File: config.mk
export PLATFORM = sky130hd
export DESIGN_NAME = lsu32_initiator
export DESIGN_NICKNAME = d
export VERILOG_FILES = /design/src/rtl/lsu_pkg.sv /design/src/rtl/lsu_lane_align.sv /design/src/rtl/lsu32_initiator.sv
export SDC_FILE = /design/constraint.sdc
export NUM_CORES = 1
export LEC_CHECK = 0
export BUFFER_PORTS_ARGS = -buffer_cell sky130_fd_sc_hd__buf_2
export CORE_ASPECT_RATIO = 1.4
export CORE_MARGIN = 1.5
export CORE_UTILIZATION = 50
export CTS_CLUSTER_DIAMETER = 60
export CTS_CLUSTER_SIZE = 12
export DETAILED_ROUTE_END_ITERATION = 8
export PLACE_DENSITY_LB_ADDON = 0.1
export SYNTH_ARGS = -nofsm -noshare
export SYNTH_HDL_FRONTEND = slang
export SYNTH_SLANG_ARGS = --single-unit
File: constraint.sdc
create_clock -name clk -period 5.84 [get_ports clk]
set_input_delay 1.168 -clock clk [delete_from_list [all_inputs] [get_ports clk]]
set_output_delay 1.168 -clock clk [all_outputs]
set_load 0.01 [all_outputs]
File: src/rtl/lsu_pkg.sv
// lsu_pkg: mode encodings, FSM states and size helpers shared by the load/store unit
package lsu_pkg;
  localparam logic [2:0] LS_B  = 3'b000;
  localparam logic [2:0] LS_H  = 3'b001;
  localparam logic [2:0] LS_W  = 3'b010;
  localparam logic [2:0] LS_BU = 3'b100;
  localparam logic [2:0] LS_HU = 3'b101;

  typedef enum logic [1:0] {IDLE, ACC1, ACC2, RESP} state_t;

  function automatic logic mode_ok(input logic [2:0] mode);
    return mode inside {LS_B, LS_H, LS_W, LS_BU, LS_HU};
  endfunction

  // Byte mask of the access size; invalid modes touch no lanes.
  function automatic logic [3:0] size_mask(input logic [2:0] mode);
    return !mode_ok(mode) ? 4'b0000 :
           mode[1] ? 4'b1111 :
           mode[0] ? 4'b0011 : 4'b0001;
  endfunction
endpackage

File: src/rtl/lsu_lane_align.sv
// lsu_lane_align: store lane steering and load extraction/extension over a two-word span
module lsu_lane_align
  import lsu_pkg::*;
(
  input  logic [31:0] wdata,
  input  logic [1:0]  off,
  input  logic [2:0]  mode,
  input  logic [31:0] lo,
  input  logic [31:0] hi,
  output logic [63:0] span_data,
  output logic [7:0]  span_be,
  output logic [31:0] rdata
);
  logic [31:0] shifted;

  assign span_data = {32'b0, wdata} << {off, 3'b000};
  assign span_be   = {4'b0, size_mask(mode)} << off;
  assign shifted   = 32'({hi, lo} >> {off, 3'b000});

  // LW ignores the unsigned bit; sub-word loads sign-extend unless mode[2] is set.
  always_comb
    rdata = mode[1] ? shifted :
            mode[0] ? {{16{~mode[2] & shifted[15]}}, shifted[15:0]} :
                      {{24{~mode[2] & shifted[7]}}, shifted[7:0]};
endmodule

File: src/rtl/lsu32_initiator.sv
// lsu32_initiator: one-at-a-time load/store unit driving a word-organised data memory
module lsu32_initiator
  import lsu_pkg::*;
#(
  parameter bit MISALIGNED_EN = 1'b1,
  parameter int ADDR_W        = 32
) (
  input  logic              clk,
  input  logic              reset,
  input  logic              req_valid,
  output logic              req_ready,
  input  logic              req_write,
  input  logic [ADDR_W-1:0] req_addr,
  input  logic [31:0]       req_wdata,
  input  logic [2:0]        req_mode,
  output logic              resp_valid,
  output logic [31:0]       resp_rdata,
  output logic              resp_err,
  output logic [ADDR_W-1:0] mem_addr,
  output logic [31:0]       mem_wdata,
  output logic [3:0]        mem_be,
  output logic              mem_we,
  input  logic [31:0]       mem_rdata
);
  state_t state, next;
  logic wr_q, err_q, bad, act;
  logic [ADDR_W-1:0] addr_q, word_addr;
  logic [31:0] wdata_q, lo_q, hi_q, rdata;
  logic [2:0] mode_q;
  logic [63:0] span_data;
  logic [7:0] span_be, req_span;

  lsu_lane_align u_align (
    .wdata(wdata_q), .off(addr_q[1:0]), .mode(mode_q), .lo(lo_q), .hi(hi_q),
    .span_data(span_data), .span_be(span_be), .rdata(rdata)
  );

  assign req_span   = {4'b0, size_mask(req_mode)} << req_addr[1:0];
  assign bad        = !mode_ok(req_mode) || (!MISALIGNED_EN && |req_span[7:4]);
  assign word_addr  = {addr_q[ADDR_W-1:2], 2'b00};
  assign act        = !reset;
  assign resp_valid = act && state == RESP;
  assign resp_err   = resp_valid && err_q;
  assign resp_rdata = resp_valid && !err_q && !wr_q ? rdata : '0;

  // State register; reset aborts any access in flight.
  always_ff @(posedge clk)
    state <= reset ? IDLE : next;

  // Request latch and read-word capture at the exit of each access cycle.
  always_ff @(posedge clk)
    if (reset) {wr_q, err_q, addr_q, wdata_q, mode_q, lo_q, hi_q} <= '0;
    else if (state == IDLE && req_valid) begin
      wr_q    <= req_write;
      err_q   <= bad;
      addr_q  <= req_addr;
      wdata_q <= req_wdata;
      mode_q  <= req_mode;
    end
    else if (state == ACC1) lo_q <= mem_rdata;
    else if (state == ACC2) hi_q <= mem_rdata;

  // Next state and memory port; reset silences the port so a cut-off store writes nothing more.
  always_comb begin
    next      = state;
    req_ready = state == IDLE;
    mem_addr  = '0;
    mem_wdata = '0;
    mem_be    = '0;
    mem_we    = 1'b0;
    case (state)
      IDLE: if (req_valid) next = bad ? RESP : ACC1;
      ACC1: begin
        next = |span_be[7:4] ? ACC2 : RESP;
        if (act) begin
          mem_addr  = word_addr;
          mem_wdata = span_data[31:0];
          mem_be    = span_be[3:0];
          mem_we    = wr_q;
        end
      end
      ACC2: begin
        next = RESP;
        if (act) begin
          mem_addr  = word_addr + ADDR_W'(4);
          mem_wdata = span_data[63:32];
          mem_be    = span_be[7:4];
          mem_we    = wr_q;
        end
      end
      default: next = IDLE;
    endcase
  end
endmodule

==> out/results.txt <==
r2r setup slk: 3.60 ns
critical path class: in2out
maximum buffer depth of the clock tree: 2
core area: 14570 sq um
final hold vios: 0
final wirelength: 22360 um
most frequent CP cell: nand2_1
Startpoint Class: input pin
worst-margin pin slew: 0.9830 ns
Initial Utilization: 51.51%
number of nets with antenna violations after routing: 0
Area growth syn-to-layout: 21.37%
Syn. warnings: 0
share of layout cells above drive strength 1: 25.45%
Fin Setup TNS: 0 ns
Hold WS: 0.4661 ns
synthesis-stage register bit count: 127
antenna fix cells: 0
Worst slew margin: 34.47%
RSZ-0062 raised after global routing: no
die height: 148.0 um
Async S/R FF share, synth: 0%
most common cell after layout, fill and taps aside: buf_2
drt wl/cell: 16.63 um
Post-Syn Instances: 993
antenna violations before repair: 0
Pre-Repair DR Iteration Count: 5
crit path time final: 4.886 ns
die width: 106.6 um
Max Cap Viol: 0
clk sinks: 127
post-synth cell types: 55
GRT overflow: 0
Post-synth EDFFs: 0
Max VDD drop: 222.3 uV
CTS Hold Buffers Added: 0
Clk Tree Root Cell: clkbuf_16
WP data required: 4.67 ns
fin util: 62.52%
Crit Path Max Fanout: 70
CP cell instances: buf_4 > nor2b_1 > nand2_1 > nand2_1 > o311ai_0 > o31ai_1 > buf_2
register area share after synthesis: 33.87%
worst clock skew: 0.005740 ns
Slew Limit Fails: 0
vias per inst: 5.606
Synth Area per Inst: 7.560 sq um
Die Area: 15770 sq um
dpl hpwl: 15610 um
GRT Total Usage: 28.30%
Clock Pin Slew Worst Setup and Hold Paths: 0.06 ns
Worst EP arrival: 3.72 ns
# DRC: 0
routability congestion estimate: 0.8727
vias: 7535
worst skew pair latency: 0.43 ns
final std cells w/o fill: 1344
largest net degree at the start of global routing: 74
I/O Buffers: 204
CP peak stage delay: 0.73 ns
Final setup viols: 0
most frequent cells in the layout: buf_2, nand2_1, nor2_1
First DRT Iteration DRCs: 469
Power Dens Cells: 392.6 nW/um^2
# Post-CTS Setup Buffers: 0
first-pass GRT wire length: 35380 um
htree depth: 4
# rows: 52
io pins: 207
Final Cycle Share: 83.66%
fmax: 0.2047 GHz
CTS Buf Count: 17
Mapped Area: 7507 sq um
CTS tree: built
post-placement cell count: 1312
post_cts resized: 0
Primary FF master, synth: dfxtp_1
Worst Hold Class: reg2reg
vias in the first global route: 6992
crit end category: output pin
LEAKAGE: 3.750 nW
CP max-delay cell: nor2b_1
outcome: completed
Layout Nets: 1251
[registers in the layout (all words and copies together) (netlist names)]
| signal | count |
|---|---|
| addr_q | 32 |
| err_q | 1 |
| hi_q | 24 |
| lo_q | 32 |
| mode_q | 3 |
| state | 2 |
| wdata_q | 32 |
| wr_q | 1 |
[where the power goes]
group | total [W] | internal, W | switching (W) | leakage, nW
Clock | 0.00115 | 0.000722 | 0.000427 | 0.307
Combinational | 0.00121 | 0.000464 | 0.000744 | 2.40
Sequential | 0.00122 | 0.00105 | 0.000174 | 1.04
[cell families after synthesis]
group | count (synthesis) | synth area share, %
other cells | 1 | 0.04995
fa+ha+maj | 6 | 1.000
simple gates | 397 | 23.45
buf+inv | 93 | 5.433
flops | 127 | 33.87
compound gates | 243 | 18.88
mux | 126 | 17.32
[synth_stat cells, drive strengths merged (2+ instances only)]
library cell / count / area (sq um)
a211oi: 12 / 90.09
a21oi: 110 / 550.5
a22oi: 8 / 60.06
a2bb2oi: 3 / 26.28
a31oi: 15 / 93.84
a41oi: 3 / 26.28
and2: 11 / 68.82
and3: 8 / 50.05
and4: 2 / 18.77
buf: 32 / 177.7
clkbuf: 53 / 200.2
dfxtp: 127 / 2542
ha: 6 / 75.07
inv: 8 / 30.03
mux2: 31 / 349.1
mux2i: 95 / 950.9
nand2: 179 / 674.4
nand2b: 3 / 26.27
nand3: 18 / 90.09
nand3b: 4 / 30.03
nand4: 11 / 83.83
nor2: 130 / 488.0
nor2b: 9 / 56.30
nor3: 9 / 45.04
nor3b: 2 / 15.01
nor4: 2 / 42.54
o211ai: 4 / 30.03
o21a: 6 / 45.04
o21ai: 57 / 285.3
o22a: 5 / 43.79
o311ai: 6 / 52.55
o31ai: 8 / 60.06
or2: 2 / 12.51
or3: 3 / 18.77
or4: 2 / 18.77
[final timing paths]
kind | startpoint | endpoint | cells past startpoint
max | reset | mem_addr[22] | 7
min | wdata_q[27]$_SDFFE_PP0P_ | wdata_q[27]$_SDFFE_PP0P_ | 2
max reg2reg | state[0]$_SDFFE_PP0P_ | wdata_q[2]$_SDFFE_PP0P_ | 6
min reg2reg | wdata_q[27]$_SDFFE_PP0P_ | wdata_q[27]$_SDFFE_PP0P_ | 2
[cell type report]
class,count,area [sq um]
well taps,189,236.5
multi-input cells,774,4569
fillers,1407,5463
repair buffers,214,1099
clock buffers,18,429.2
inverters,8,30.03
clock inverters,14,202.7
flip-flops and latches,127,2545
[per-layer routing]
metal | part of all wire [%] | GRT usage, %
met3 | 6.5 | 7.540
met1 | 41 | 33.92
met2 | 50 | 47.98
met5 | 0 | 0
met4 | 2.6 | 10.93
[critical path, delay by kind of cell]
| kind | cells | cell delay [ns] |
|---|---|---|
| AOI/OAI and AO/OA | 2 | 0.31 |
| buffers and inverters | 2 | 0.48 |
| and+or+nand+nor | 3 | 1.74 |
[metrics by stage]
stage | cell area, sq um | total power [W] | worst slack, ns
2_1_floorplan | 7511 | 0.002119 | 2.166
3_3_place_gp | 8479 | 0.002418 | 1.011
3_5_place_dp | 8479 | 0.002437 | 0.9348
4_1_cts | 9111 | 0.003593 | 0.9083
5_1_grt | 9111 | 0.003779 | 0.6721
6_report | 9111 | 0.003577 | 0.9544
Note: power is estimated with default switching activity, not from simulation.
